<file path="src/rtl/multdiv_pkg.sv">
// rtl/multdiv_pkg.sv - shared state/op encodings and width helper for the iterative mult/div unit
package multdiv_pkg;

  typedef enum logic [1:0] {
    IDLE = 2'd0,
    MUL  = 2'd1,
    DIV  = 2'd2,
    DONE = 2'd3
  } state_t;

  localparam logic OP_MUL = 1'b0;
  localparam logic OP_DIV = 1'b1;

  function automatic int iter_w(input int width);
    return $clog2(width + 1);
  endfunction

endpackage

</file>
<file path="src/rtl/multdiv_negate.sv">
// rtl/multdiv_negate.sv - conditional two's-complement negate
module multdiv_negate #(
  parameter int WIDTH = 32
) (
  input  logic [WIDTH-1:0] value,
  input  logic             negate,
  output logic [WIDTH-1:0] result
);

  assign result = negate ? (~value + {{(WIDTH-1){1'b0}}, 1'b1}) : value;

endmodule

</file>
<file path="src/rtl/multdiv_iter.sv">
// rtl/multdiv_iter.sv - iterative signed multiply/divide, one bit per cycle
// Optional signed remainder output enabled by MULTDIV_REMAINDER_EN.
module multdiv_iter
  import multdiv_pkg::*;
#(
  parameter int WIDTH  = 32,
  parameter int ITER_W = iter_w(WIDTH)
) (
  input  logic             clock,
  input  logic             reset,
  input  logic [WIDTH-1:0] data_operandA,
  input  logic [WIDTH-1:0] data_operandB,
  input  logic             ctrl_MULT,
  input  logic             ctrl_DIV,
  output logic [WIDTH-1:0] data_result,
  output logic             data_exception,
`ifdef MULTDIV_REMAINDER_EN
  output logic [WIDTH-1:0] data_remainder,
`endif
  output logic             data_resultRDY
);

  state_t             state, state_next;
  logic [ITER_W-1:0]  count;
  logic [2*WIDTH-1:0] p, p_next;
  logic [WIDTH-1:0]   opnd, mag_a, mag_b;
  logic               res_neg, b_zero;
  logic [WIDTH-1:0]   result_q;
  logic               exc_q;
  logic               start, start_op, last_iter;
  logic [WIDTH:0]     mul_sum, div_shift;
  logic [WIDTH-1:0]   div_diff;
  logic               div_ge;
  logic [2*WIDTH-1:0] prod;
  logic [WIDTH-1:0]   quot;
  logic               mul_ovf, div_exc;

  assign start     = ctrl_MULT | ctrl_DIV;
  assign start_op  = ctrl_MULT ? OP_MUL : OP_DIV;
  assign last_iter = (count == ITER_W'(1));

  multdiv_negate #(.WIDTH(WIDTH)) u_abs_a (
    .value(data_operandA), .negate(data_operandA[WIDTH-1]), .result(mag_a));
  multdiv_negate #(.WIDTH(WIDTH)) u_abs_b (
    .value(data_operandB), .negate(data_operandB[WIDTH-1]), .result(mag_b));

  // p holds {partial product, multiplier} for MUL and {remainder, dividend/quotient} for DIV
  always_comb begin
    mul_sum   = {1'b0, p[2*WIDTH-1:WIDTH]} + (p[0] ? {1'b0, opnd} : {(WIDTH+1){1'b0}});
    div_shift = {p[2*WIDTH-1:WIDTH], p[WIDTH-1]};
    div_diff  = div_shift[WIDTH-1:0] - opnd;
    div_ge    = (div_shift >= {1'b0, opnd});
    if (state == MUL) begin
      p_next = {mul_sum, p[WIDTH-1:1]};
    end else begin
      p_next = {(div_ge ? div_diff : div_shift[WIDTH-1:0]), p[WIDTH-2:0], div_ge};
    end
  end

  multdiv_negate #(.WIDTH(2*WIDTH)) u_fix_prod (
    .value(p_next), .negate(res_neg), .result(prod));
  multdiv_negate #(.WIDTH(WIDTH)) u_fix_quot (
    .value(p_next[WIDTH-1:0]), .negate(res_neg), .result(quot));

  // A positive quotient with its top bit set can only come from MIN / -1
  assign mul_ovf = ~((&prod[2*WIDTH-1:WIDTH-1]) | ~(|prod[2*WIDTH-1:WIDTH-1]));
  assign div_exc = b_zero | (~res_neg & p_next[WIDTH-1]);

`ifdef MULTDIV_REMAINDER_EN
  logic             a_neg;
  logic [WIDTH-1:0] rem_signed, rem_q;

  multdiv_negate #(.WIDTH(WIDTH)) u_fix_rem (
    .value(p_next[2*WIDTH-1:WIDTH]), .negate(a_neg), .result(rem_signed));
`endif

  always_ff @(posedge clock) begin
    if (reset) begin
      state <= IDLE;
    end else begin
      state <= state_next;
    end
  end

  always_comb begin
    state_next = state;
    if (start) begin
      if (start_op == OP_MUL) state_next = MUL;
      else                    state_next = DIV;
    end else begin
      case (state)
        MUL, DIV: if (last_iter) state_next = DONE;
        DONE:     state_next = IDLE;
        default:  state_next = state;
      endcase
    end
  end

  always_comb begin
    data_resultRDY = (state == DONE);
    data_exception = exc_q & data_resultRDY;
    data_result    = result_q;
`ifdef MULTDIV_REMAINDER_EN
    data_remainder = rem_q;
`endif
  end

  always_ff @(posedge clock) begin
    if (reset) begin
      count    <= '0;
      p        <= '0;
      opnd     <= '0;
      res_neg  <= 1'b0;
      b_zero   <= 1'b0;
      result_q <= '0;
      exc_q    <= 1'b0;
`ifdef MULTDIV_REMAINDER_EN
      a_neg    <= 1'b0;
      rem_q    <= '0;
`endif
    end else if (start) begin
      count   <= ITER_W'(WIDTH);
      opnd    <= (start_op == OP_MUL) ? mag_a : mag_b;
      p       <= {{WIDTH{1'b0}}, ((start_op == OP_MUL) ? mag_b : mag_a)};
      res_neg <= data_operandA[WIDTH-1] ^ data_operandB[WIDTH-1];
      b_zero  <= (data_operandB == '0);
`ifdef MULTDIV_REMAINDER_EN
      a_neg   <= data_operandA[WIDTH-1];
`endif
    end else if (state == MUL || state == DIV) begin
      count <= count - ITER_W'(1);
      p     <= p_next;
      if (last_iter) begin
        if (state == MUL) begin
          result_q <= prod[WIDTH-1:0];
          exc_q    <= mul_ovf;
`ifdef MULTDIV_REMAINDER_EN
          rem_q    <= '0;
`endif
        end else begin
          result_q <= div_exc ? '0 : quot;
          exc_q    <= div_exc;
`ifdef MULTDIV_REMAINDER_EN
          rem_q    <= div_exc ? '0 : rem_signed;
`endif
        end
      end
    end
  end

endmodule

</file>
<file path="config.mk">
export PLATFORM = sky130hd
export DESIGN_NAME = multdiv_iter
export DESIGN_NICKNAME = d
export VERILOG_FILES = /design/src/rtl/multdiv_pkg.sv /design/src/rtl/multdiv_negate.sv /design/src/rtl/multdiv_iter.sv
export SDC_FILE = /design/constraint.sdc
export NUM_CORES = 1
export LEC_CHECK = 0
export CAP_MARGIN = 20
export CORE_AREA = 2 2 149 224
export CTS_CLUSTER_DIAMETER = 120
export DETAILED_ROUTE_END_ITERATION = 12
export DIE_AREA = 0 0 151 226
export PLACE_DENSITY = 0.63
export REMOVE_ABC_BUFFERS = 1
export SETUP_SLACK_MARGIN = 0.2
export SYNTH_ARGS = -nofsm -noshare
export SYNTH_HDL_FRONTEND = slang
export SYNTH_SLANG_ARGS = --single-unit
export TNS_END_PERCENT = 30
</file>
<file path="constraint.sdc">
create_clock -name clock -period 13.6 [get_ports clock]
set_input_delay 2.72 -clock clock [delete_from_list [all_inputs] [get_ports clock]]
set_output_delay 2.72 -clock clock [all_outputs]
set_load 0.01 [all_outputs]
</file>
==> key figures <==
Outcome
  – Status: finished clean

Layout
  – Synthesis-to-layout area growth: 12.9%
  – Non-filler cells, final: 2,455
  – # fillers: 3,302
  – Area of the multi-input gates: around 0.011 mm^2
  – Share of layout cells above drive strength 1: 6.52%
  – FF+latch area: around 0.0028 mm^2
  – Commonest non-fill, non-tap cell in the layout: nor2_1
  – Diode count: 0
  – Post-layout net count: 2,168
  – Most frequent cells in the layout: 286 x nor2_1, 161 x nand2_1, 157 x a21oi_1

Detailed routing
  – Antenna viol nets, final: 0
  – Drt drc: 0
  – Total number of vias: 15,400
  – DRT Wirelength: roughly 55,000 um
  – DR pass1 iterations: 5
  – Via density per instance: 6.28
  – 1st-iter DRT viols: 1,164
  – WL per Instance: 22.5 um

Global routing
  – Pin count of the biggest net entering global routing: between 80 and 90
  – Global-route wire length before repair: 85,200 um
  – GRT Total Usage: 32.5%
  – GRT overflow: 0
  – Number of global-route vias before repair: 15,000
  – Antenna violations before repair: 0

Floorplan
  – Core area: 0.0322 mm^2
  – Site row count: about 80
  – Initial core utilization: 44.6%
  – Die area: 0.0341 mm^2
  – Die Span X: 151 um
  – Die H: around 230 um
  – Io pins: 102

Timing
  – # setup viols final: 0
  – Count of final hold-check violations: 0
  – Fin. max-slew vios: 0
  – Slew @ Worst Pin: 1.05 ns
  – Post-Route Setup TNS: 0 ns
  – RSZ-0062 raised after global routing: no
  – Clock Skews: 0.0153 ns
  – Fmax: 140 MHz
  – Final min period: between 7 and 8 ns
  – Headroom to the max-slew limit: 30.3%
  – Period utilization: 52.6%

CTS
  – Post-CTS sizing: 0
  – Clock insertion delay at the later pin of the skew report: 0.45 ns
  – Setup bufs post-CTS: 0
  – Clk buf depth: 2
  – CTS Sinks: 139
  – Cts hold-fix bufs: 0
  – CTS tree: built
  – Root Buffer: clkbuf_16
  – CTS clk-pin slew, worst paths: approximately 0.07 ns
  – Htree depth: 4
  – CTS Buf Count: 17

Synth
  – Syn Area/Cell: 7.21 um^2
  – Sequential share of the synthesized area: 19.4%
  – Synth area leader: dfxtp_1
  – Synth Flop Type: dfxtp_1
  – Yosys cell types: 94
  – Async SR Flop Fraction: 0%
  – Share of the synthesized area in the top cell type: 19.4%
  – Post-synth EDFFs: 0
  – Ranking of synthesized cells by area: dfxtp_1 19%, nor2_1 7.5%, ha_1 6.2%
  – Post-Syn Area: 0.0144 mm^2
  – Warnings from Yosys: 0
  – Post-Syn Instances: 1,994
  – Yosys reg bits: between 100 and 150

Placed design
  – Post-DP HPWL: 41,900 um
  – Final Wtd Congestion: 0.981
  – Placed insts: 2,423
  – Input/output buffers: just over 100

Setup path
  – CP Class: reg -> reg
  – Setup crit start kind: flop
  – Largest fanout on the critical path: 16
  – Worst EP required: 13.92 ns
  – Worst EP arrival: 7.48 ns
  – R2R setup slack: 6.45 ns
  – Critical Path Sink Type: flop

Power
  – P_leak: 6.46 nW
  – Peak supply drop: 97.6 uV
  – PwrDens: 87.2 mW/mm^2

Min path
  – HP Class: reg -> reg

Job
  – Number of max-cap violations: 0
## state kept, by name (all words and copies together) (netlist names)
register / count
b_zero: 1
state: 2
res_neg: 1
p: 64
data_result: 32
opnd: 32
count: 6
exc_q: 1
## cell usage after synthesis, drive strengths merged (12+ instances only)
library cell	n
a2111oi	15
a211oi	66
a21o	31
a21oi	159
a22oi	39
a31oi	25
and2	42
and3	13
buf	34
clkbuf	79
dfxtp	139
ha	71
inv	81
mux2	25
mux2i	55
nand2	162
nand2b	18
nand3	40
nand4	29
nor2	288
nor2b	12
nor3	52
nor4	17
o211ai	21
o21ai	117
o31ai	29
o41ai	17
or3	20
or4	15
xnor2	80
xor2	64
## area by class of cell
type                            count  share of cell area [%]
Multi-Input combinational cell   1661                    66.7
Sequential cell                   139                    17.2
Timing Repair Buffer              127                    7.49
Tap cell                          415                    3.20
Clock buffer                       18                    2.71
Inverter                           81                    1.87
Clock inverter                     14                   0.894
## report_power, final
| group | internal (mW) | leakage, nW | total [mW] | switching (mW) |
|---|---|---|---|---|
| clock network | 0.251 | 0.291 | 0.482 | 0.231 |
| registers | 0.427 | 1.14 | 0.452 | 0.0248 |
| logic | 0.178 | 5.03 | 0.481 | 0.303 |
## worst max-delay path, cell delays in order (launching register included)
cell and delay (ns):
dfxtp_1 0.35, inv_1 0.05, ha_1 0.35, and4b_4 0.26, a221oi_2 0.30, o311ai_2 0.19, a21oi_2 0.78, nand2_2 0.51
o21ai_0 0.56, ha_1 0.35, nand4b_1 0.28, nor3_1 0.64, nand4_2 0.33, mux2i_1 0.24, a32oi_1 0.16, a211o_1 0.28
or4_1 0.51, or4_1 0.50, nor4b_2 0.26, a21oi_1 0.09
## routing by layer
metal	part of all wire (%)	track usage, %	vias up
li1	-	-	7372
met1	41	39.1	7397
met2	49	55.8	508
met3	4.2	3.31	151
met4	5.9	18.5	0
met5	0	0	-
## final timing paths
kind                                startpoint                      endpoint  cells after the start
setup reg to reg         opnd[29]$_SDFFE_PP0N_            exc_q$_SDFFE_PP0P_                     19
setup / recovery         opnd[29]$_SDFFE_PP0N_            exc_q$_SDFFE_PP0P_                     19
hold / removal    data_result[31]$_SDFFE_PP0P_  data_result[31]$_SDFFE_PP0P_                      2
hold reg to reg   data_result[31]$_SDFFE_PP0P_  data_result[31]$_SDFFE_PP0P_                      2
## stage by stage
stage / util (%) / worst slack (ns) / instance area (um^2) / power (mW) / hold WS (ns)
after global placement: 48.5 / 6.77 / 15600 / 0.927 / 0.458
after global routing: 50.4 / 6.05 / 16200 / 1.48 / 0.506
after floorplan: - / 6.28 / 13900 / 0.762 / 0.458
after CTS: 50.4 / 6.57 / 16200 / 1.41 / 0.477
after detailed placement: 48.5 / 6.61 / 15600 / 0.929 / 0.457
final: 50.4 / 6.45 / 16200 / 1.41 / 0.479
## kinds of logic after synthesis
group,count (synthesis),share of synthesized area (%)
adder cells (fa/ha/maj),73,6.46
AO/OA/AOI/OAI,612,28.7
multiplexers,80,5.82
buffers and inverters,194,5.43
XOR/XNOR,144,8.78
AND/OR/NAND/NOR,752,25.5
flip-flops,139,19.4
(Power assumes the default switching activity.)
